[src/rtl/ultrasonic_ranger_pkg.sv]
// Shared FSM encodings, default timing constants and small helpers for the
// multi-channel ultrasonic ranging engine.
package ultrasonic_ranger_pkg;

    localparam logic [2:0] ST_IDLE      = 3'd0;
    localparam logic [2:0] ST_TRIG      = 3'd1;
    localparam logic [2:0] ST_WAIT_RISE = 3'd2;
    localparam logic [2:0] ST_MEASURE   = 3'd3;
    localparam logic [2:0] ST_GAP       = 3'd4;

    // 50 MHz defaults: 10 us trigger, 30 ms echo limit, 60 ms dead time.
    localparam int DEF_N_CH         = 2;
    localparam int DEF_CNT_W        = 24;
    localparam int DEF_TRIG_CYCLES  = 500;
    localparam int DEF_ECHO_TIMEOUT = 1_500_000;
    localparam int DEF_GAP_CYCLES   = 3_000_000;
    localparam int DEF_NEAR_ON      = 29_000;
    localparam int DEF_NEAR_OFF     = 35_000;

    function automatic int clog2_min1(input int n);
        return (n > 1) ? $clog2(n) : 1;
    endfunction

endpackage

[src/rtl/ultrasonic_ranger_echo_sync.sv]
// Two-flop synchronizer for one raw echo line, plus an edge-detect register
// producing single-cycle rise and fall pulses.
module ultrasonic_ranger_echo_sync (
    input  logic clk,
    input  logic rst,
    input  logic i_echo,
    output logic o_rise,
    output logic o_fall
);

    logic r_meta;
    logic r_sync;
    logic r_prev;

    always_ff @(posedge clk or negedge rst) begin
        if (!rst) begin
            r_meta <= 1'b0;
            r_sync <= 1'b0;
            r_prev <= 1'b0;
        end else begin
            r_meta <= i_echo;
            r_sync <= r_meta;
            r_prev <= r_sync;
        end
    end

    assign o_rise = r_sync & ~r_prev;
    assign o_fall = ~r_sync & r_prev;

endmodule

[src/rtl/ultrasonic_ranger.sv]
// Round-robin HC-SR04 ranging engine: triggers each sensor in turn, times its
// echo with one shared counter and publishes distance, timeout and near flags.
module ultrasonic_ranger
    import ultrasonic_ranger_pkg::*;
#(
    parameter int N_CH         = DEF_N_CH,
    parameter int CNT_W        = DEF_CNT_W,
    parameter int TRIG_CYCLES  = DEF_TRIG_CYCLES,
    parameter int ECHO_TIMEOUT = DEF_ECHO_TIMEOUT,
    parameter int GAP_CYCLES   = DEF_GAP_CYCLES,
    parameter int NEAR_ON      = DEF_NEAR_ON,
    parameter int NEAR_OFF     = DEF_NEAR_OFF
) (
    input  logic                              clk,
    input  logic                              rst,
    input  logic                              start_i,
    input  logic                              cont_i,
    input  logic [N_CH-1:0]                   echo_i,
    output logic [N_CH-1:0]                   trigger_o,
    output logic [N_CH*CNT_W-1:0]             dist_o,
    output logic [N_CH-1:0]                   timeout_o,
    output logic [N_CH-1:0]                   near_o,
    output logic                              valid_o,
    output logic [clog2_min1(N_CH)-1:0]       ch_o,
    output logic                              busy_o
);

    localparam int CH_W = clog2_min1(N_CH);

    localparam logic [CNT_W-1:0] P_TRIG_LAST = CNT_W'((TRIG_CYCLES > 1) ? TRIG_CYCLES - 1 : 0);
    localparam logic [CNT_W-1:0] P_GAP_LAST  = CNT_W'((GAP_CYCLES > 1) ? GAP_CYCLES - 1 : 0);
    localparam logic [CNT_W-1:0] P_TIMEOUT   = CNT_W'(ECHO_TIMEOUT);
    localparam logic [CNT_W-1:0] P_NEAR_ON   = CNT_W'(NEAR_ON);
    localparam logic [CNT_W-1:0] P_NEAR_OFF  = CNT_W'(NEAR_OFF);
    localparam logic [CH_W-1:0]  P_LAST_CH   = CH_W'(N_CH - 1);

    function automatic logic [CNT_W-1:0] sat_inc(input logic [CNT_W-1:0] v);
        return (v == {CNT_W{1'b1}}) ? v : v + CNT_W'(1);
    endfunction

    function automatic logic [N_CH-1:0] onehot(input logic [CH_W-1:0] k);
        return N_CH'(1) << k;
    endfunction

    logic [2:0]        r_state;
    logic [CH_W-1:0]   r_ch;
    logic [CNT_W-1:0]  r_cnt;
    logic [N_CH-1:0]   r_trig;
    logic              r_valid;

    logic              w_echo_sel;
    logic              w_rise;
    logic              w_fall;
    logic              w_commit;
    logic              w_timed_out;
    logic [CNT_W-1:0]  w_result;
    logic [CH_W-1:0]   w_ch_next;

    // Only one sensor is ever pinged, so a single synchronizer follows the mux.
    assign w_echo_sel = echo_i[r_ch];

    ultrasonic_ranger_echo_sync u_echo_sync (
        .clk    (clk),
        .rst    (rst),
        .i_echo (w_echo_sel),
        .o_rise (w_rise),
        .o_fall (w_fall)
    );

    assign w_ch_next = (r_ch == P_LAST_CH) ? '0 : r_ch + CH_W'(1);

    always_comb begin
        w_commit    = 1'b0;
        w_timed_out = 1'b0;
        case (r_state)
            ST_WAIT_RISE: begin
                if (!w_rise && (r_cnt >= P_TIMEOUT)) begin
                    w_commit    = 1'b1;
                    w_timed_out = 1'b1;
                end
            end
            ST_MEASURE: begin
                if (w_fall) begin
                    w_commit = 1'b1;
                end else if (r_cnt >= P_TIMEOUT) begin
                    w_commit    = 1'b1;
                    w_timed_out = 1'b1;
                end
            end
            default: ;
        endcase
    end

    assign w_result = w_timed_out ? {CNT_W{1'b1}} : r_cnt;

    always_ff @(posedge clk or negedge rst) begin
        if (!rst) begin
            r_state <= ST_IDLE;
            r_ch    <= '0;
            r_cnt   <= '0;
            r_trig  <= '0;
            r_valid <= 1'b0;
        end else begin
            r_valid <= w_commit;
            case (r_state)
                ST_IDLE: begin
                    r_cnt <= '0;
                    if (start_i || cont_i) begin
                        r_state <= ST_TRIG;
                        r_trig  <= onehot(r_ch);
                    end
                end
                ST_TRIG: begin
                    if (r_cnt >= P_TRIG_LAST) begin
                        r_trig  <= '0;
                        r_cnt   <= '0;
                        r_state <= ST_WAIT_RISE;
                    end else begin
                        r_cnt <= sat_inc(r_cnt);
                    end
                end
                ST_WAIT_RISE: begin
                    // The rise cycle is already the first high sample.
                    if (w_rise) begin
                        r_cnt   <= CNT_W'(1);
                        r_state <= ST_MEASURE;
                    end else if (w_commit) begin
                        r_cnt   <= '0;
                        r_state <= ST_GAP;
                    end else begin
                        r_cnt <= sat_inc(r_cnt);
                    end
                end
                ST_MEASURE: begin
                    if (w_commit) begin
                        r_cnt   <= '0;
                        r_state <= ST_GAP;
                    end else begin
                        r_cnt <= sat_inc(r_cnt);
                    end
                end
                ST_GAP: begin
                    if (r_cnt >= P_GAP_LAST) begin
                        r_cnt <= '0;
                        r_ch  <= w_ch_next;
                        if ((r_ch != P_LAST_CH) || cont_i) begin
                            r_state <= ST_TRIG;
                            r_trig  <= onehot(w_ch_next);
                        end else begin
                            r_state <= ST_IDLE;
                        end
                    end else begin
                        r_cnt <= sat_inc(r_cnt);
                    end
                end
                default: begin
                    r_state <= ST_IDLE;
                    r_trig  <= '0;
                    r_cnt   <= '0;
                end
            endcase
        end
    end

    genvar gi;
    generate
        for (gi = 0; gi < N_CH; gi++) begin : g_ch
            logic [CNT_W-1:0] r_dist;
            logic             r_timeout;
            logic             r_near;
            logic             w_hit;

            assign w_hit = w_commit && (r_ch == CH_W'(gi));

            always_ff @(posedge clk or negedge rst) begin
                if (!rst) begin
                    r_dist    <= '0;
                    r_timeout <= 1'b0;
                    r_near    <= 1'b0;
                end else if (w_hit) begin
                    r_dist    <= w_result;
                    r_timeout <= w_timed_out;
                    // Between the two thresholds the previous flag is kept.
                    if (w_timed_out) begin
                        r_near <= 1'b0;
                    end else if (w_result < P_NEAR_ON) begin
                        r_near <= 1'b1;
                    end else if (w_result > P_NEAR_OFF) begin
                        r_near <= 1'b0;
                    end
                end
            end

            assign dist_o[gi*CNT_W +: CNT_W] = r_dist;
            assign timeout_o[gi]             = r_timeout;
            assign near_o[gi]                = r_near;
        end
    endgenerate

    assign trigger_o = r_trig;
    assign valid_o   = r_valid;
    assign ch_o      = r_ch;
    assign busy_o    = (r_state != ST_IDLE);

endmodule

[config.mk]
export PLATFORM = sky130hd
export DESIGN_NAME = ultrasonic_ranger
export DESIGN_NICKNAME = d
export VERILOG_FILES = /design/src/rtl/ultrasonic_ranger_pkg.sv /design/src/rtl/ultrasonic_ranger_echo_sync.sv /design/src/rtl/ultrasonic_ranger.sv
export SDC_FILE = /design/constraint.sdc
export NUM_CORES = 1
export LEC_CHECK = 0
export ABC_AREA = 1
export BUFFER_PORTS_ARGS = -buffer_cell sky130_fd_sc_hd__buf_2
export CAP_MARGIN = 30
export CORE_MARGIN = 4
export CORE_UTILIZATION = 40
export CTS_BUF_LIST = sky130_fd_sc_hd__clkbuf_16
export DETAILED_ROUTE_END_ITERATION = 6
export GPL_TIMING_DRIVEN = 0
export SKIP_CTS_REPAIR_TIMING = 1
export SLEW_MARGIN = 10
export SYNTH_ARGS = -nofsm -noshare
export SYNTH_HDL_FRONTEND = slang
export SYNTH_SLANG_ARGS = --single-unit
[constraint.sdc]
create_clock -name clk -period 2.4 [get_ports clk]
set_input_delay 0.36 -clock clk [delete_from_list [all_inputs] [get_ports clk]]
set_output_delay 0.36 -clock clk [all_outputs]
set_load 0.01 [all_outputs]
==> results.txt, run 1 <==
----------------------------------------------------
[Status]
  Status ... finished, final reports clean

[Routing]
  Final WL ... 11000 um
  Per-cell routed wire length ... 13.6 um
  Number of search-and-repair iterations in the first detailed-routing pass ... 7
  Number of nets still failing antenna checks after routing ... 0
  Violation count after the first detailed-routing iteration ... 226
  DRC violations left ... 0
  Total via count in the routed design ... 3895
  Via-to-Cell Ratio ... 4.83

[Placement]
  Estimated wirelength of the detail-placed design ... 8330 um
  Placement-stage worst setup slack ... 0.312 ns
  Routability cong. ... 0.864
  Count of buffers from port buffering ... 62

[Pwr]
  Power, Total ... 5.66 mW
  Worst VDD drop ... 460 uV
  Leak Pwr ... 3.14 nW
  Power density of the placed cells ... 1060 nW/um2

[Timing]
  Post-route setup slack ... 0.276 ns
  Headroom to the max-slew limit ... 0.613
  RSZ-0062 raised after global routing ... false
  Fin crit period ... 2.12 ns
  Worst clock skew ... 0.00481 ns
  Number of hold violations in the final report ... 0
  Transition time at the pin with the least slew margin ... 0.580 ns
  Setup Viol. Count Final ... 0
  Setup TNS after final layout ... 0 ns
  Final max-slew violation count ... 0
  Portion of the clock cycle consumed by the worst path in the final layout ... 0.885
  Worst hold slack ... 0.0150 ns
  Peak clock frequency supported by timing ... 471 MHz

[Clock network]
  Worst skew pair latency ... 0.34 ns
  Clock buffer depth ... 2
  Cts bufs inserted ... 9
  Clock-pin slew of the registers on the worst-case setup and hold paths ... 0.06 ns
  Clk root buf ... clkbuf_16
  CTS H-tree depth ... 3
  TritonCTS clock tree ... built
  Number of clock sinks ... 86

[Critical path]
  Source of the critical timing path ... r_cnt[10]$_DFF_PN0_
  Crit path capture type ... flop
  Classification of the worst setup path ... reg2reg
  Largest incremental delay on the critical path ... 0.42 ns
  Maximum fanout encountered on the critical timing path ... 8
  R2r worst-path depth ... 14
  Internal reg-to-reg setup slack ... 0.28 ns
  Dominant cell type by count on the critical path ... nand2_1
  Reg-to-reg critical path startpoint ... r_cnt[10]$_DFF_PN0_
  Cell chain of the critical path ... inv_1, nand2_1, nand3_1, nand2_1, nand2_1, nand3_2, nand2_2, nand3_2, nor2_1, nand3_1, nand3_1, nand3_1, nand2_1, nand2_1
  Critical path arrival ... 2.35 ns
  Startpoint type of the worst setup path ... flop
  Worst r2r dst ... g_ch[1].r_near$_DFFE_PN0P_
  Cell with the largest stage delay on the worst path ... dfrtp_1
  Worst path required time ... 2.63 ns

[Floorplan]
  Starting utilization of the core area ... 0.413
  Floorplan row count ... 38
  IO Pins ... 63
  Height of the chip ... 114 um
  Die ar. ... 13100 um2
  Area inside the core boundary ... 10900 um2
  Die width ... 114 um

[Logic synthesis]
  Area of the mapped netlist ... 4520 um2
  Instance count of the mapped netlist ... 587
  Distinct cell type count of the synthesized netlist ... 39
  Total of flip-flops plus latches after synthesis ... 86
  Ys Warns ... 0
  Sequential area share after synthesis ... 0.476
  Mean instance size in the synthesized netlist ... 7.70 um2

[Layout]
  Antenna diode instance count ... 0
  Number of nets at the end of the flow ... 670
  Fraction of final layout cells sized beyond drive strength 1 ... 0.195
  Area growth from synthesis to layout ... 18.4%

[Worst hold path]
  HP Class ... in2async

[GRT]
  Gr ovfl total ... 0
  Number of global-route vias before repair ... 3748
  Pin count of the biggest net entering global routing ... 46
  First-pass GRT wire length ... 18500 um
  All-Layer GR Usage ... 0.181
  Number of antenna violations at the first check in global routing ... 0

[Job]
  Reported max-cap violation count ... 0

----------------------------------------------------
[critical path, delay by kind of cell, from the launching register on]
family,cells,cell delay [ns]
flops,1,0.42
buf+inv,1,0.18
simple gates,13,1.42
[placed cells by master, fill, tap and decap left out, types with 2 or more instances in the layout]
cell type  instances
nand2_1          253
dfrtp_1           86
buf_2             66
inv_1             62
nand3_1           37
nor2_1            29
nor3_1            13
o21ai_0           10
buf_6              9
clkbuf_16          9
inv_2              8
nand4_1            8
a21oi_1            7
o211ai_1           7
buf_4              6
xor2_1             6
nand2_2            5
nor2_4             4
nor2_2             4
nor4_1             3
inv_6              3
clkinv_1           3
nand3_2            2
or2_1              2
nand3b_1           2
nor2_8             2
ha_1               2
bufinv_16          2
conb_1             2
[worst max path at each step]
stage,end,slack [ns],depth (start not counted)
4_1_cts,g_ch[1].r_dist[23]$_DFFE_PN0P_,0.28,11
2_1_floorplan,r_cnt[17]$_DFF_PN0_,0.62,16
3_3_place_gp,g_ch[0].r_dist[22]$_DFFE_PN0P_,0.21,1
3_5_place_dp,g_ch[1].r_dist[23]$_DFFE_PN0P_,0.31,11
6_report,g_ch[1].r_near$_DFFE_PN0P_,0.28,14
5_1_grt,g_ch[1].r_near$_DFFE_PN0P_,0.002,15
[logic make-up after synthesis]
group / synth area share
compound gates: 0.0438
xor+xnor: 0.0116
flops: 0.476
fa+ha+maj: 0.00554
other cells: 0.000830
buf+inv: 0.0997
simple gates: 0.362
[layer usage]
metal | track usage | wire (um)
met5 | 0 | 0
met4 | 0.0800 | 279
met3 | 0.0312 | 792
met2 | 0.274 | 4810
met1 | 0.254 | 5130
[where the power goes]
group / internal [mW] / total, mW / switching (mW)
clock: 0.905 / 1.47 / 0.570
combinational: 0.756 / 2.08 / 1.32
sequential: 1.86 / 2.10 / 0.241
[cell type report]
| type | instances | area (um2) |
|---|---|---|
| Fill cell | 1113 | 5590 |
| Sequential cell | 86 | 2150 |
| Multi-Input combinational cell | 410 | 1920 |
| Timing Repair Buffer | 63 | 340 |
| Inverter | 73 | 287 |
| Clock buffer | 9 | 225 |
| Tap cell | 140 | 175 |
| Buffer | 19 | 164 |
| Clock inverter | 7 | 87.6 |
[registers in the layout, summed over array words and instances, names as in the netlist]
signal	count
g_ch.r_dist	48
valid_o	1
u_echo_sync.r_sync	1
u_echo_sync.r_meta	1
r_state	3
trigger_o	2
g_ch.r_timeout	2
r_cnt	24
u_echo_sync.r_prev	1
ch_o	1
g_ch.r_near	2
[per-stage QoR]
stage	cells	util	cell area, um2
floorplan	588	-	4520
global placement	790	0.458	5010
detailed placement	791	0.461	5040
CTS	807	0.489	5350
global route	807	0.489	5350
finish	807	0.489	5350
[synthesized netlist by cell type, drive strengths merged]
cell / number / area share
inv: 73 / 0.063
a31oi: 1 / 0.0014
o2111ai: 1 / 0.0019
nand3b: 2 / 0.0033
nand4: 9 / 0.016
o211ai: 7 / 0.012
nor3b: 1 / 0.0028
nor4: 4 / 0.0069
nor2: 39 / 0.048
buf: 19 / 0.036
o21ai: 11 / 0.013
a21oi: 7 / 0.0078
nand3: 39 / 0.045
conb: 1 / 0.00083
or2: 3 / 0.0042
or3: 1 / 0.0014
ha: 2 / 0.0055
nor3: 13 / 0.014
nand2: 259 / 0.22
o21bai: 1 / 0.0042
dfrtp: 86 / 0.48
o211a: 1 / 0.0022
xor2: 6 / 0.012
o31ai: 1 / 0.0017
No activity file was read; power rests on OpenSTA's default activity.
==> run 2: changes to the inputs <==
Settings changed: CORE_MARGIN 4 to 1, PLACE_DENSITY set to 0.66.
Clock period 2.4 ns to 2.36 ns, I/O delays scaled along.
==> results.txt, run 2 (synthesis gave the netlist of run 1 again) <==
----------------------------------------------------
[Critical path]
  Dominant cell type by count on the critical path ... inv_2
  Maximum fanout encountered on the critical timing path ... 10
  Largest incremental delay on the critical path ... 0.37 ns
  Worst path required time ... 2.61 ns
  Reg-to-reg critical path startpoint ... r_cnt[16]$_DFF_PN0_
  Classification of the worst setup path ... reg2reg
  Source of the critical timing path ... r_cnt[16]$_DFF_PN0_
  Critical path arrival ... 2.38 ns
  Cell with the largest stage delay on the worst path ... dfrtp_1
  CP Buf/Inv Count ... 5
  Crit-path leading delay family ... simple AND/OR/NAND/NOR gates
  Startpoint type of the worst setup path ... flop
  Crit path capture type ... flop
  Cell chain of the critical path ... buf_2, inv_2, nand4_1, nor2_1, o2111ai_1, or2_1, nand2_1, inv_2, o21ai_2, buf_4, inv_1, nor3_1

[Routing]
  Number of nets still failing antenna checks after routing ... 0
  DRC violations left ... 0
  Number of search-and-repair iterations in the first detailed-routing pass ... 7
  Total via count in the routed design ... 3903
  Via-to-Cell Ratio ... 4.84
  Violation count after the first detailed-routing iteration ... 239
  Final WL ... 10900 um
  Per-cell routed wire length ... 13.5 um

[Timing]
  Headroom to the max-slew limit ... 0.653
  Post-route setup slack ... 0.231 ns
  Setup TNS after final layout ... 0 ns
  Worst clock skew ... 0.00679 ns
  RSZ-0062 raised after global routing ... false
  Number of hold violations in the final report ... 33
  Fin crit period ... 2.13 ns
  Portion of the clock cycle consumed by the worst path in the final layout ... 0.902
  Setup Viol. Count Final ... 0
  Worst hold slack ... -0.0263 ns
  Transition time at the pin with the least slew margin ... 0.516 ns
  Final max-slew violation count ... 0
  Peak clock frequency supported by timing ... 470 MHz

[Layout]
  Post-route insts no fill ... 807
  Largest register FFs ... 48
  Number of nets at the end of the flow ... 670
  Fraction of final layout cells sized beyond drive strength 1 ... 0.193
  Commonest non-fill, non-tap cell in the layout ... nand2_1
  Area growth from synthesis to layout ... 17.9%
  Share of the core filled with cells in the final layout ... 0.487
  Register name with the most flops ... g_ch.r_dist
  Antenna diode instance count ... 0
  Most used cells in the layout excluding fill and tap cells ... nand2_1, dfrtp_1, buf_2
  Biggest regs ... g_ch.r_dist (48), r_cnt (24), r_state (3)

[Clock network]
  Number of clock sinks ... 86
  Worst skew pair latency ... 0.33 ns
  TritonCTS clock tree ... built
  Clock-pin slew of the registers on the worst-case setup and hold paths ... 0.06 ns
  Cts bufs inserted ... 9
  Clock buffer depth ... 2
  CTS H-tree depth ... 3
  Clk root buf ... clkbuf_16

[Placement]
  Placement-stage worst setup slack ... 0.260 ns
  Count of buffers from port buffering ... 62
  Cell count after placement ... 791
  Routability cong. ... 0.912
  Estimated wirelength of the detail-placed design ... 8190 um

[Pwr]
  Power, Total ... 5.64 mW
  Leak Pwr ... 3.14 nW
  Power density of the placed cells ... 1060 nW/um2
  Worst VDD drop ... 761 uV

[Floorplan]
  Starting utilization of the core area ... 0.413
  Die ar. ... 11700 um2
  Area inside the core boundary ... 10900 um2
  Floorplan row count ... 38
  Die width ... 108 um
  Height of the chip ... 108 um
  IO Pins ... 63

[Job]
  Reported max-cap violation count ... 0

[GRT]
  Pin count of the biggest net entering global routing ... 54
  All-Layer GR Usage ... 0.204
  Gr ovfl total ... 0
  Number of antenna violations at the first check in global routing ... 0
  Number of global-route vias before repair ... 3730
  First-pass GRT wire length ... 18400 um

[Status]
  Failing checks ... negative hold slack
  Status ... finished, violations left

[Worst hold path]
  HP Class ... in2async

----------------------------------------------------
[run 2: per-layer routing]
| layer | GRT usage | part of all wire | vias to the layer above |
|---|---|---|---|
| li1 | - | - | 1988 |
| met1 | 0.286 | 0.49 | 1783 |
| met2 | 0.317 | 0.45 | 119 |
| met3 | 0.0313 | 0.051 | 13 |
| met4 | 0.0801 | 0.016 | 0 |
| met5 | 0 | 0 | - |
[run 2: metrics by stage]
stage               hold WS, ns  instance area, um2
global route            0.00693                5330
detailed placement        0.341                5040
finish                  -0.0263                5330
global placement          0.339                5010
CTS                     -0.0163                5320
floorplan                0.0584                4520
[run 2: power breakdown]
group	switching (mW)	total [mW]	leakage [nW]	internal, mW
combinational	1.36	2.13	1.86	0.772
sequential	0.255	2.15	1.14	1.89
clock	0.558	1.36	0.137	0.802
total	2.17	5.64	3.14	3.47
[run 2: final cells by class]
type / instances / area, um2
sequential: 86 / 2150
buffer: 19 / 164
clock inverter: 7 / 56.3
tap: 140 / 175
multi-input combinational: 410 / 1930
timing repair buffer: 63 / 340
inverter: 73 / 287
clock buffer: 9 / 225
fill: 1099 / 5610
[run 2: final timing paths]
kind / to / slack [ns] / depth (start not counted)
setup / recovery: r_cnt[13]$_DFF_PN0_ / 0.23 / 12
hold / removal: g_ch[1].r_dist[6]$_DFFE_PN0P_ / -0.03 / 1
setup reg to reg: r_cnt[13]$_DFF_PN0_ / 0.23 / 12
hold reg to reg: u_echo_sync.r_sync$_DFF_PN0_ / 0.35 / 0
max in group asynchronous: r_cnt[20]$_DFF_PN0_ / 1.77 / 2
min in group clk: u_echo_sync.r_meta$_DFF_PN0_ / 0.22 / 3
==> run 3: changes to the inputs <==
Settings changed: CAP_MARGIN 30 to 20, CORE_UTILIZATION 40 to 45, PLACE_DENSITY 0.66 to 0.72.
Clock period 2.36 ns to 2.1 ns, I/O delays scaled along.
==> results.txt, run 3 (synthesis gave the netlist of run 1 again) <==
----------------------------------------------------
[Pwr]
  Power density of the placed cells ... 1160 nW/um2
  Worst VDD drop ... 626 uV
  Leak Pwr ... 3.31 nW

[Critical path]
  CP Buf/Inv Count ... 2
  Largest incremental delay on the critical path ... 0.41 ns
  Reg-to-reg critical path startpoint ... r_cnt[0]$_DFF_PN0_
  Source of the critical timing path ... r_cnt[0]$_DFF_PN0_
  Critical path arrival ... 2.33 ns
  Crit-path leading delay family ... simple AND/OR/NAND/NOR gates
  Worst path required time ... 2.39 ns
  Maximum fanout encountered on the critical timing path ... 3
  Cell chain of the critical path ... ha_2, nand2_2, nor2_4, nand2_4, buf_4, nor3_1, nand2_1, nor2_1, xor2_1, nand2_1, inv_1
  R2r worst-path depth ... 11
  Classification of the worst setup path ... reg2reg
  Dominant cell type by count on the critical path ... nand2_1
  Startpoint type of the worst setup path ... flop
  Cell with the largest stage delay on the worst path ... nor3_1
  Number of cells on the critical path ... 11
  Crit path capture type ... flop

[Routing]
  Per-cell routed wire length ... 13.6 um
  DRC violations left ... 0
  Final WL ... 11300 um
  Via-to-Cell Ratio ... 4.93
  Number of search-and-repair iterations in the first detailed-routing pass ... 4
  Violation count after the first detailed-routing iteration ... 192
  Number of nets still failing antenna checks after routing ... 0
  Total via count in the routed design ... 4076

[GRT]
  Number of antenna violations at the first check in global routing ... 0
  Number of global-route vias before repair ... 3742
  Pin count of the biggest net entering global routing ... 52
  All-Layer GR Usage ... 0.225
  Gr ovfl total ... 0
  First-pass GRT wire length ... 17900 um

[Clock network]
  Clock buffer depth ... 2
  Clk root buf ... clkbuf_16
  Worst skew pair latency ... 0.35 ns
  TritonCTS clock tree ... built
  Number of clock sinks ... 86
  Clock-pin slew of the registers on the worst-case setup and hold paths ... 0.07 ns
  CTS H-tree depth ... 3
  Cts bufs inserted ... 9

[Timing]
  Final max-slew violation count ... 0
  Worst clock skew ... 0.00763 ns
  Portion of the clock cycle consumed by the worst path in the final layout ... 0.970
  Setup TNS after final layout ... 0 ns
  Fin crit period ... 2.04 ns
  Number of hold violations in the final report ... 0
  Peak clock frequency supported by timing ... 491 MHz
  Setup Viol. Count Final ... 0
  RSZ-0062 raised after global routing ... true

[Layout]
  FILL cells ... 900
  Area of combinational cells with multiple inputs ... 2030 um2
  Share of the core filled with cells in the final layout ... 0.582
  Biggest regs ... g_ch.r_dist (48), r_cnt (24), r_state (3)
  Most used cells in the layout excluding fill and tap cells ... nand2_1, dfrtp_1, buf_2
  Largest register FFs ... 48
  Antenna diode instance count ... 0
  Storage cell area ... 2160 um2
  Area growth from synthesis to layout ... 26.0%
  Number of nets at the end of the flow ... 696
  Fraction of final layout cells sized beyond drive strength 1 ... 0.273
  Register name with the most flops ... g_ch.r_dist
  Commonest non-fill, non-tap cell in the layout ... nand2_1

[Status]
  Status ... finished, final reports clean

[Floorplan]
  Die width ... 102 um
  Die ar. ... 10400 um2
  Floorplan row count ... 36
  Area inside the core boundary ... 9770 um2
  IO Pins ... 63
  Height of the chip ... 102 um
  Starting utilization of the core area ... 0.462

[Job]
  Reported max-cap violation count ... 0

[Worst hold path]
  HP Class ... in2reg
  Startpoint of the lowest-slack hold path ... echo_i[0]
  Cells on Worst Hold Path ... 3

[Placement]
  Count of buffers from port buffering ... 62
  Estimated wirelength of the detail-placed design ... 8060 um
  Routability cong. ... 0.937

----------------------------------------------------
-- run 3: final timing paths --
path	endpoint	slack, ns
setup / recovery	r_cnt[20]$_DFF_PN0_	0.06
hold / removal	u_echo_sync.r_meta$_DFF_PN0_	0.16
setup reg to reg	r_cnt[20]$_DFF_PN0_	0.06
hold reg to reg	u_echo_sync.r_sync$_DFF_PN0_	0.35
max in group asynchronous	r_cnt[17]$_DFF_PN0_	1.01
min in group asynchronous	r_cnt[2]$_DFF_PN0_	0.47
-- run 3: cell type report --
| type | instances | area share |
|---|---|---|
| clock buffers | 9 | 0.0396 |
| well taps | 133 | 0.0292 |
| clock inverters | 7 | 0.0127 |
| inverters | 73 | 0.0503 |
| repair buffers | 91 | 0.102 |
| flip-flops and latches | 86 | 0.380 |
| multi-input cells | 410 | 0.356 |
| plain buffers | 17 | 0.0292 |
-- run 3: per-layer routing --
metal  vias up  wire length (um)  track usage
met5         -                 0            0
met4         0               327        0.115
met1      1912              5240        0.303
met3        24               522       0.0315
met2       112              5170        0.356
li1       2028                 -            -
-- run 3: per-stage QoR --
step	instances	cell area (um2)	power [mW]	hold WS, ns	setup WS, ns
3_3_place_gp	783	5000	4.73	0.332	-0.000517
4_1_cts	800	5330	6.45	-0.0540	-0.0549
6_report	826	5690	6.59	0.164	0.0636
5_1_grt	826	5690	7.05	0.186	-0.0842
2_1_floorplan	588	4520	3.94	0.0194	0.323
3_5_place_dp	784	5030	4.82	0.319	-0.0329
-- run 3: power by group --
part	internal (mW)	total, mW	switching, mW
clock	0.928	1.62	0.695
combinational	0.983	2.56	1.57
sequential	2.13	2.41	0.282
total	4.04	6.59	2.55
-- run 3: worst min-delay path, delay by kind of cell --
| kind | cells | cell delay [ns] |
|---|---|---|
| simple gates | 2 | 0.09 |
| buf+inv | 1 | 0.08 |
